[src/rtl/demux_138.sv]
// Registered 3-to-8 decoder/demultiplexer with 74x138 enable semantics.
// Latency: 1 cycle from inputs to y, and no combinational input-to-output path.
// Backpressure: none. A new decode is captured on every rising clk edge.
//
// Ports:
//   clk   - system clock; all state changes on its rising edge
//   reset - synchronous reset, active-high; forces y to all ones
//   g1    - enable, active-high
//   g2a   - enable, active-low
//   g2b   - enable, active-low
//   a     - select address, a[0] is the LSB
//   y     - registered decoded outputs, active-low; at most one bit is low
module demux_138 #(
   parameter int SEL_W = 3
) (
   input  logic                   clk,
   input  logic                   reset,
   input  logic                   g1,
   input  logic                   g2a,
   input  logic                   g2b,
   input  logic [SEL_W-1:0]       a,
   output logic [(1<<SEL_W)-1:0]  y
);

   localparam int N = 1 << SEL_W;

   logic         en;
   logic [N-1:0] y_d;
   logic [N-1:0] y_q;

   // Return an all-ones word with only the addressed bit cleared.
   // A disabled decoder returns all ones.
   function automatic logic [N-1:0] decode(input logic enable, input logic [SEL_W-1:0] sel);
      logic [N-1:0] r;
      r = '1;
      if (enable) begin
         r[sel] = 1'b0;
      end
      return r;
   endfunction

   always_comb begin
      en  = g1 & ~g2a & ~g2b;
      y_d = decode(en, a);
   end

   // The register gives glitch-free select lines.
   // Reset takes priority over every other input.
   always_ff @(posedge clk) begin
      if (reset) begin
         y_q <= '1;
      end else begin
         y_q <= y_d;
      end
   end

   assign y = y_q;

endmodule

[config.mk]
export PLATFORM = sky130hd
export DESIGN_NAME = demux_138
export DESIGN_NICKNAME = d
export VERILOG_FILES = /design/src/rtl/demux_138.sv
export SDC_FILE = /design/constraint.sdc
export NUM_CORES = 1
export LEC_CHECK = 0
export ABC_AREA = 1
export BUFFER_PORTS_ARGS = -buffer_cell sky130_fd_sc_hd__buf_2
export CAP_MARGIN = 25
export CORE_AREA = 2 2 39 41
export CTS_CLUSTER_DIAMETER = 100
export DETAILED_ROUTE_END_ITERATION = 7
export DIE_AREA = 0 0 41 43
export PLACE_DENSITY = 0.4
export SLEW_MARGIN = 30
export SYNTH_ARGS = -nofsm -noshare
export SYNTH_HDL_FRONTEND = slang
export SYNTH_SLANG_ARGS = --single-unit
[constraint.sdc]
create_clock -name clk -period 1.2 [get_ports clk]
set_input_delay 0.12 -clock clk [delete_from_list [all_inputs] [get_ports clk]]
set_output_delay 0.12 -clock clk [all_outputs]
set_load 0.005 [all_outputs]
# After elaboration in Yosys (flattened, before gate mapping)
# Index checks and enable logic that the tools add are counted.
[totals]
reg_bits = 8
in_bits = 8
out_inout_bits = 8
wordCells = 13
[op_classes]
magnitude_cmp = 2
muxes = 2
bitwise = 6
n_reduce_logical = 2
[ops]
columns = ["op", "count"]
rows = [
  ["$not 8->8", 1],
  ["$lt 3x4->1 const B", 1],
  ["$demux 1 s3", 1],
  ["$ge 3x1->1 const B", 1],
  ["$not 1->1", 3],
  ["$and 1x1->1", 2],
  ["$reduce_or 2->1", 1],
  ["$logic_and 1x1->1", 1],
  ["$mux 1", 1],
]

# Logic depth before layout (Yosys ltp)
[logic_depth]
depth_word = 5
mapped_depth = 4
depth_no_buf = 4

# Worst setup path after synthesis
# Ideal clock, no wire load.
[synth_timing]
kind = "input-to-reg"
start = "input port reset"
end = "register y_q[0] (netlist: y[0])"
setup_time_ns = 0.120
arrival_time_ns = 0.417
required_time_ns = 1.080
setup_slack_ns = 0.663
cell_stages = 4
path_buffers = 0
cell_sequence = "inv_1 > nand2_1 > nor2_4 > nand2_1"
[synth_via]
elab_chain_len = 1
[synth_rtl]
columns = ["item", "line", "source"]
rows = [
  ["start, declared", "17", "input logic reset,"],
  ["$reduce_or 2->1 (no source line)", "--", ""],
  ["end signal, assigned", "53", "y_q <= y_d;"],
  ["end, declared", "29", "logic [N-1:0] y_q;"],
]
# Every way passes these cells.
# A chain may end at the register's enable or synchronous reset.

# Final worst setup path
[layout_timing]
start = "register y_q[1] (netlist: y[1])"
end = "output port y[1]"
[layout_rtl]
columns = ["item", "line", "source"]
rows = [
  ["end, declared", "22", "output logic [(1<<SEL_W)-1:0] y"],
]
# No word-level cell between the ends.

==> metrics.md <==
| Metric | Value |
|---|---|
| Library cells used by synthesis | `7` |
| Overflow after GRT | `0` |
| Total GRT Usage | `6.72%` |
| Multi-input logic area | `96.3 µm²` |
| DR vias | `249` |
| Delay of the slowest critical-path stage | `290 ps` |
| Fill cells | `160` |
| Synthesis warning total | `0` |
| Delay-heaviest family, CP | `flip-flops` |
| Critical path, cell by cell | `buf_2` |
| Chip width | `41 µm` |
| Initial Utilization | `20.2%` |
| Internal Power | `0.398 mW` |
| Port Buffers | `15` |
| Share of layout cells above drive strength 1 | `40.0%` |
| FMAX | `1290 MHz` |
| Leak | `0.187 nW` |
| IO Count | `16` |
| Placement Setup Slack | `488 ps` |
| Deepest clock path buffer count | `2` |
| DR vias/cell | `3.51` |
| DRC | `0` |
| Final core occ | `28.7%` |
| Yosys reg bits | `8` |
| CP Class | `register to output pin` |
| Crit path DAT | `660 ps` |
| Initial DRC Count | `6` |
| Cells after Synth | `37` |
| Max FFs per register | `8` |
| Seq/Total Area, Yosys | `57.4%` |
| Setup TNS | `0 ps` |
| Drt first pass iters | `4` |
| Synth Cell Area | `279 µm²` |
| Post-CTS Setup Inserts | `0` |
| GP Congestion | `0.680` |
| Commonest non-fill, non-tap cell in the layout | `buf_2` |
| Area grow syn2layout | `42.2%` |
| Crit path launch type | `register` |
| Crit share post-route | `64.6%` |
| CP endpoint kind | `output pin` |
| Reg clk slew, reported paths | `50 ps` |
| Outcome | `complete, no violations` |
| Max Transition Viols Final | `0` |
| Comb power frac | `7.8%` |
| Number of diodes | `0` |
| RSZ-0062 raised after global routing | `no` |
| Syn Nets | `45` |
| Required time worst endpoint | `1080 ps` |
| Wire length of the first global-routing pass | `759 µm` |
| Row count | `14` |
| CTS tree | `yes` |
| Vias in the first global route | `205` |
| Drt wl/cell | `6.80 µm` |
| Core box area | `1380 µm²` |
| Clock group share of total power | `38.9%` |
| Post-CTS sizing | `0` |
| Die height | `43 µm` |
| Final Critical Period | `775 ps` |
| Clock sinks | `8` |
| Area of the die | `1760 µm²` |
| Most frequent cells in the layout | `buf_2 (15), nand2_1 (13), nor2_1 (8), dfxtp_1 (8), inv_1 (4)` |
| Largest net degree at the start of global routing | `9` |
| Max_cap viols | `0` |
| Worst path bufs/invs | `1` |
| # H-tree levels | `1` |
| Finish-stage setup viols | `0` |
| Worst Path Max Fanout | `1` |
| Worst Hold Class | `input port to register` |
| Reg area | `160 µm²` |
| Worst-margin pin slew | `181 ps` |
| Worst path slowest cell | `dfxtp_1` |
| VDD IR-drop max | `331 µV` |
| Avg Cell Area, Syn | `7.54 µm²` |
| Total CTS buffers | `3` |
| Seq pwr share | `53.2%` |
| Initial antenna violation count | `0` |
| Final Net Count | `65` |
| Final ANT Viol Nets | `0` |
| Hold bufs inserted after CTS | `0` |
| Fin. Hold Viols | `0` |
| Cell Pwr Density | `1270 nW/µm²` |
| Worst setup slack after layout | `425 ps` |
| Routed Wire Length | `483 µm` |
| Psw | `0.105 mW` |
| Total Power | `0.503 mW` |
| Root Buffer | `clkbuf_4` |
| Sw Share | `20.9%` |
| Max transition margin | `87.9%` |
| Placed wire-length estimate | `402 µm` |
==> per-stage QoR <==
| step | area, µm² | cells | hold WS (ps) |
|---|---|---|---|
| final | 397 | 71 | 137 |
| after floorplan | 279 | 37 | 219 |
| after detailed placement | 374 | 68 | 390 |
| after CTS | 397 | 71 | 133 |
| after global placement | 374 | 68 | 404 |
| after global routing | 397 | 71 | 151 |
==> cells in the mapped netlist <==
cell type,number,share of area (%)
nand2_2,1,2.2
nand2_1,13,17
nor2_4,1,4.0
inv_1,4,5.4
dfxtp_1,8,57
inv_2,2,2.7
nor2_1,8,11
==> cells by family after synthesis <==
kind of cell           Yosys count  share of synthesized area (%)
and+or+nand+nor                 23                           34.5
DFF                              8                           57.4
buffers and inverters            6                           8.07
==> power groups by stage <==
stage | combinational, mW | sequential (mW) | clock (mW)
2_1_floorplan | 0.0205 | 0.274 | 0
3_3_place_gp | 0.0405 | 0.273 | 0
3_5_place_dp | 0.0400 | 0.273 | 0
4_1_cts | 0.0401 | 0.268 | 0.206
5_1_grt | 0.0461 | 0.267 | 0.222
6_report | 0.0395 | 0.268 | 0.196
==> layer usage <==
| layer | wire length, µm | global-route usage (%) | vias to the layer above |
|---|---|---|---|
| met4 | 0 | 10.0 | 0 |
| met5 | 0 | 0 | - |
| met1 | 225 | 8.65 | 93 |
| met2 | 218 | 7.81 | 12 |
| met3 | 39 | 0 | 0 |
| li1 | - | - | 144 |
==> path summary, 6_finish.rpt <==
kind                    to  slack, ps  depth (start not counted)  startpoint
worst max-delay path  y[1]        420                          1        y[1]
worst min-delay path  y[2]        140                          3        a[0]
==> cell type report <==
class | count | share of cell area, %
inverters | 6 | 5.68
multi-input cells | 23 | 24.3
flip-flops and latches | 8 | 40.4
repair buffers | 15 | 18.9
clock buffers | 3 | 5.68
well taps | 16 | 5.05
Note: power is estimated with default switching activity, not from simulation.
